--- config.mk ---
export PLATFORM = sky130hd
export DESIGN_NAME = fetch_queue
export DESIGN_NICKNAME = d
export VERILOG_FILES = /design/src/rtl/fetch_queue_pkg.sv /design/src/rtl/fetch_fifo.sv /design/src/rtl/fetch_queue.sv
export SDC_FILE = /design/constraint.sdc
export NUM_CORES = 1
export LEC_CHECK = 0
export CAP_MARGIN = 25
export CORE_ASPECT_RATIO = 1.1
export CORE_MARGIN = 2
export CORE_UTILIZATION = 40
export DETAILED_ROUTE_END_ITERATION = 16
export SYNTH_ARGS = -nofsm -noshare
export SYNTH_HDL_FRONTEND = slang
export SYNTH_SLANG_ARGS = --single-unit
--- constraint.sdc ---
create_clock -name clk -period 4.4 [get_ports clk]
set_input_delay 0.88 -clock clk [delete_from_list [all_inputs] [get_ports clk]]
set_output_delay 0.88 -clock clk [all_outputs]
set_load 0.005 [all_outputs]
--- src/rtl/fetch_queue_pkg.sv ---
// Shared constants and helpers for the instruction-fetch front end.
// Holds the reset PC default and the NOP presented on an empty head.
package fetch_queue_pkg;

  localparam logic [31:0] PC_RESET  = 32'h0000_2000;
  localparam logic [31:0] INSTR_NOP = 32'h0000_0013;
  localparam int          PC_STEP   = 4;

  // Occupancy counters need one bit more than the pointers to represent "full".
  function automatic int count_width(input int depth);
    return $clog2(depth) + 1;
  endfunction

endpackage

--- src/rtl/fetch_fifo.sv ---
// Circular buffer of DEPTH {pc, instr} entries with synchronous reset and flush.
// Pointers wrap naturally; count distinguishes full from empty.
module fetch_fifo
  import fetch_queue_pkg::*;
#(
  parameter int XLEN  = 32,
  parameter int DEPTH = 4
) (
  input  logic                     clk,
  input  logic                     reset,
  input  logic                     push,
  input  logic [XLEN-1:0]          push_pc,
  input  logic [XLEN-1:0]          push_instr,
  input  logic                     pop,
  input  logic                     flush,
  output logic [XLEN-1:0]          head_pc,
  output logic [XLEN-1:0]          head_instr,
  output logic [$clog2(DEPTH):0]   count,
  output logic                     full,
  output logic                     empty
);

  localparam int AW = $clog2(DEPTH);
  localparam int CW = count_width(DEPTH);
  localparam logic [CW-1:0] DEPTH_C = CW'(DEPTH);

  logic [2*XLEN-1:0] mem [DEPTH];
  logic [AW-1:0]     wptr;
  logic [AW-1:0]     rptr;
  logic              pop_ok;

  always_comb begin
    pop_ok     = pop & ~empty;
    full       = (count == DEPTH_C);
    empty      = (count == '0);
    head_pc    = mem[rptr][2*XLEN-1:XLEN];
    head_instr = mem[rptr][XLEN-1:0];
  end

  always_ff @(posedge clk) begin
    if (reset || flush) begin
      wptr  <= '0;
      rptr  <= '0;
      count <= '0;
    end else begin
      if (push)   wptr <= wptr + 1'b1;
      if (pop_ok) rptr <= rptr + 1'b1;
      case ({push, pop_ok})
        2'b10:   count <= count + 1'b1;
        2'b01:   count <= count - 1'b1;
        default: count <= count;
      endcase
    end
  end

  // NOTE: the storage array has no reset; an entry is only ever read after count says it was written.
  always_ff @(posedge clk) begin
    if (push && !flush && !reset) mem[wptr] <= {push_pc, push_instr};
  end

endmodule

--- src/rtl/fetch_queue.sv ---
// Instruction-fetch front end: sequential fetch with one outstanding icache request,
// credit-based issue into a DEPTH-entry queue, redirect flush and optional bypass.
module fetch_queue
  import fetch_queue_pkg::*;
#(
  parameter int              XLEN     = 32,
  parameter int              DEPTH    = 4,
  parameter logic [XLEN-1:0] RESET_PC = XLEN'(PC_RESET),
  parameter bit              BYPASS   = 1'b0
) (
  input  logic            clk,
  input  logic            reset,
  input  logic            stall,
  output logic [XLEN-1:0] icache_addr,
  output logic            icache_re,
  input  logic [XLEN-1:0] icache_dout,
  input  logic            redirect_valid,
  input  logic [XLEN-1:0] redirect_pc,
  output logic            dec_valid,
  input  logic            dec_ready,
  output logic [XLEN-1:0] dec_instr,
  output logic [XLEN-1:0] dec_pc
);

  localparam int CW = count_width(DEPTH);
  localparam logic [CW:0] DEPTH_C = (CW+1)'(DEPTH);

  logic [XLEN-1:0] fetch_pc;
  logic [XLEN-1:0] inflight_pc;
  logic            inflight_v;

  logic [CW-1:0]   count;
  logic [XLEN-1:0] head_pc;
  logic [XLEN-1:0] head_instr;
  logic            fifo_full;
  logic            fifo_empty;
  logic            fifo_push;
  logic            fifo_pop;

  logic            redirect;
  logic            arriving;
  logic            bypass_v;
  logic            pop;
  logic            issue;
  logic [CW:0]     credits_used;

  // NOTE: combinational logic uses blocking '=' so later lines see earlier results in the same pass.
  always_comb begin
    redirect = redirect_valid & ~stall & ~reset;
    // A response lands in every live cycle after an issue unless a redirect makes it stale.
    arriving = inflight_v & ~stall & ~redirect_valid & ~reset;
    bypass_v = BYPASS & fifo_empty & arriving;

    dec_valid = ~reset & (~fifo_empty | bypass_v);
    dec_pc    = fifo_empty ? inflight_pc : head_pc;
    dec_instr = fifo_empty ? (bypass_v ? icache_dout : INSTR_NOP) : head_instr;

    pop = dec_valid & dec_ready & ~stall;

    // Entries held plus the response still owed, less what leaves this cycle.
    credits_used = {1'b0, count} + (CW+1)'(inflight_v) - (CW+1)'(pop);
    issue        = ~stall & ~reset & (redirect | (credits_used < DEPTH_C));

    icache_re   = issue;
    icache_addr = redirect ? redirect_pc : fetch_pc;

    fifo_pop  = pop & ~fifo_empty;
    fifo_push = arriving & ~(bypass_v & pop) & (~fifo_full | fifo_pop);
  end

  always_ff @(posedge clk) begin
    if (reset) begin
      fetch_pc    <= RESET_PC;
      inflight_v  <= 1'b0;
      inflight_pc <= RESET_PC;
    end else if (!stall) begin
      inflight_v <= issue;
      if (issue) begin
        fetch_pc    <= icache_addr + XLEN'(PC_STEP);
        inflight_pc <= icache_addr;
      end
    end
  end

  fetch_fifo #(
    .XLEN  (XLEN),
    .DEPTH (DEPTH)
  ) u_fifo (
    .clk        (clk),
    .reset      (reset),
    .push       (fifo_push),
    .push_pc    (inflight_pc),
    .push_instr (icache_dout),
    .pop        (fifo_pop),
    .flush      (redirect),
    .head_pc    (head_pc),
    .head_instr (head_instr),
    .count      (count),
    .full       (fifo_full),
    .empty      (fifo_empty)
  );

  a_credit: assert property (@(posedge clk) disable iff (reset)
    (({1'b0, count} + (CW+1)'(inflight_v)) <= DEPTH_C));

  a_no_push_when_full: assert property (@(posedge clk) disable iff (reset)
    !(arriving && fifo_full && !fifo_pop));

endmodule

==> flow_metrics.env <==
export IMPL_status="finished, final reports clean"
export IMPL_ys_types=64
export IMPL_core_sq_um=34300
export IMPL_gp_congestion=0.831
export IMPL_drv_slew=0
export IMPL_critPathArrivalTime_ns=3.06
export IMPL_worst_pin_slew_ns=0.970
export IMPL_synth_edf_count=256
export IMPL_area_growth_pct=24.4
export IMPL_drc=0
export IMPL_start_kind="input pin"
export IMPL_final_hold_viol_count=0
export IMPL_syn_num_nets=1036
export IMPL_wl_per_cell_um=19.5
export IMPL_cts_made_buffers=35
export IMPL_clk_pin_slew_worst_paths_ns=0.06
export IMPL_hold_slack_ns=0.460
export IMPL_ir_worst_vdd_v=0.000194
export IMPL_die_height_um=200
export IMPL_synthTopCellsByArea="edfxtp_1 (55%), dfxtp_1 (10%), mux4_2 (10%)"
export IMPL_die_w_um=182
export IMPL_port_buffers=166
export IMPL_cts_sinks=328
export IMPL_vias_per_cell=5.25
export IMPL_clock_latency_ns=0.50
export IMPL_cts_setup_buffers=0
export IMPL_setup_tns_final_ns=0
export IMPL_drt_pass1_iter_count=5
export IMPL_period_share_pct=89.6
export IMPL_grt_overflow=0
export IMPL_yosys_warnings=0
export IMPL_drv_cap=0
export IMPL_setup_violations=0
export IMPL_antennaDiodeCount=0
export IMPL_netlist_instances=957
export IMPL_ff2ff_setup_slack_ns=1.62
export IMPL_finalClockSkew_ns=0.0110
export IMPL_synthTopCellsByCount="edfxtp_1 (256), nand2_1 (104), dfxtp_1 (72)"
export IMPL_synthArstFlopShare_pct=0
export IMPL_start_util_pct=40.6
export IMPL_ant_nets=0
export IMPL_setup_ws_ns=0.459
export IMPL_hold_path_class="reg2reg"
export IMPL_drive_gt1_share_pct=18.1
export IMPL_pin_count=167
export IMPL_relSlewSlack_pct=35.3
export IMPL_yosys_area_top_type="edfxtp_1"
export IMPL_rows=71
export IMPL_avgSynthCellArea_sq_um=14.6
export IMPL_htreeDepth=2
export IMPL_required_ns=3.52
export IMPL_reg2reg_depth=12
export IMPL_hpwl_um=20000
export IMPL_drt_iter0_drc=562
export IMPL_clock_path_buffers=3
export IMPL_ys_seq_area_share_pct=65.5
export IMPL_grt_usage_pct=17.6
export IMPL_utilization_pct=50.5
export IMPL_ys_seq_elements=328
export IMPL_rsz0062_at_grt="false"
export IMPL_yosysTopAreaCellShare_pct=55.2
export IMPL_fmax_ghz=0.254
export IMPL_syn_area_sq_um=13900
export IMPL_min_path_cells=2
export IMPL_cts_tree="done"
export IMPL_p_total_uw=6540
export IMPL_synth_ff_type="edfxtp_1"
export IMPL_grt_first_pass_wirelength_um=49900
export IMPL_antenna_found_initial=0
export IMPL_crit_fanout=39
export IMPL_critPathKind="in2out"
export IMPL_wirelength_um=31200
export IMPL_vias=8407
export IMPL_grt_max_degree=67
export IMPL_pre_cts_ws_ns=0.0165
export IMPL_nNetsFinal=1217
export IMPL_synth_most_common_cell="edfxtp_1"
export IMPL_dieArea_sq_um=36300
export IMPL_endpoint_kind="primary output"
export IMPL_p_leak_uw=0.00574
export IMPL_cts_root_buf="clkbuf_16"
export IMPL_fin_crit_ns=3.94
export IMPL_p_per_area_nw_per_um2=377
export IMPL_grt_pass1_vias=8745
cells in the final DEF, fill, tap and decap left out, types with 3 or more instances in the layout:
cell,synthesis,layout
clkbuf_16,0,37
dfxtp_1,72,70
mux2i_1,13,13
edfxtp_1,256,256
or2_2,5,5
a21boi_0,3,3
clkinv_2,0,6
nor4_2,3,3
nor4_1,4,4
clkdlybuf4s50_1,0,164
mux2_2,36,36
nor3b_1,3,3
and2_4,0,4
a21oi_1,21,20
mux4_2,64,64
clkbuf_8,0,3
a21o_1,3,3
inv_1,20,20
nand3_1,40,40
clkinv_1,1,8
o21ai_0,13,13
ha_1,9,9
a211oi_1,10,10
and4_1,3,3
o21ai_1,10,10
clkinvlp_4,0,3
buf_4,2,24
nor2b_1,29,29
xor2_1,13,13
nor3_2,3,4
nor3_1,28,27
nand2_1,104,104
nand4_1,13,13
xnor2_1,15,15
nor2_1,69,69
buf_12,0,5
clkbuf_1,33,5
cell type report:
cell class	count	area, sq um
timing repair buffer	195	1940
tap	438	548
multi-input combinational	556	4530
inverter	22	82.6
clock inverter	17	109
clock buffer	45	986
sequential	328	9140
fill	3000	17000
worst max-delay path, stage by stage:
cell	delay (ns)
clkdlybuf4s50_1	0.59
or3b_4	0.64
nand2_1	0.14
a21boi_0	0.26
inv_1	0.07
clkdlybuf4s50_1	0.46
metrics by stage:
| stage | instance area [sq um] | std cells |
|---|---|---|
| 2_1_floorplan | 13900 | 957 |
| 3_3_place_gp | 16200 | 1539 |
| 4_1_cts | 17300 | 1601 |
| 5_1_grt | 17300 | 1601 |
| 6_report | 17300 | 1601 |
| 3_5_place_dp | 16200 | 1539 |
metal layers:
metal	up-vias	GRT usage, %	share of wire [%]
li1	3981	-	-
met1	4144	24.8	47
met2	248	28.8	47
met3	34	3.01	5.1
met4	0	4.21	1.7
met5	-	0	0
power by group:
part	total, uW	leakage [uW]	switching (uW)	internal (uW)
registers	3410	0.00292	40.1	3370
logic	355	0.00229	170	185
clock network	2780	0.000532	1140	1640
total	6540	0.00574	1350	5190
path summary, 6_finish.rpt:
path                endpoint       startpoint
max          icache_addr[24]   redirect_valid
max reg2reg  inflight_pc[31]  u_fifo.count[2]
min             fetch_pc[30]     fetch_pc[30]
min reg2reg     fetch_pc[30]     fetch_pc[30]
what timing repair did:
item	in CTS	in global routing
hold endpoints to repair	0	0
resized for setup	0	3
setup endpoints to repair	0	1
hold buffers	0	0
kinds of logic after synthesis:
| group | share of synthesized area, % |
|---|---|
| mux | 14.3 |
| xor+xnor | 1.76 |
| simple gates | 11.7 |
| buf+inv | 2.24 |
| compound gates | 3.48 |
| fa+ha+maj | 0.952 |
| flops | 65.5 |
state kept, by name, indices dropped and copies added, names as in the netlist, named ones only:
signal and cells:
inflight_v 1, u_fifo.count 3, inflight_pc 30, u_fifo.rptr 2, fetch_pc 32, u_fifo.wptr 2
u_fifo.mem 256
(Power assumes the default switching activity.)
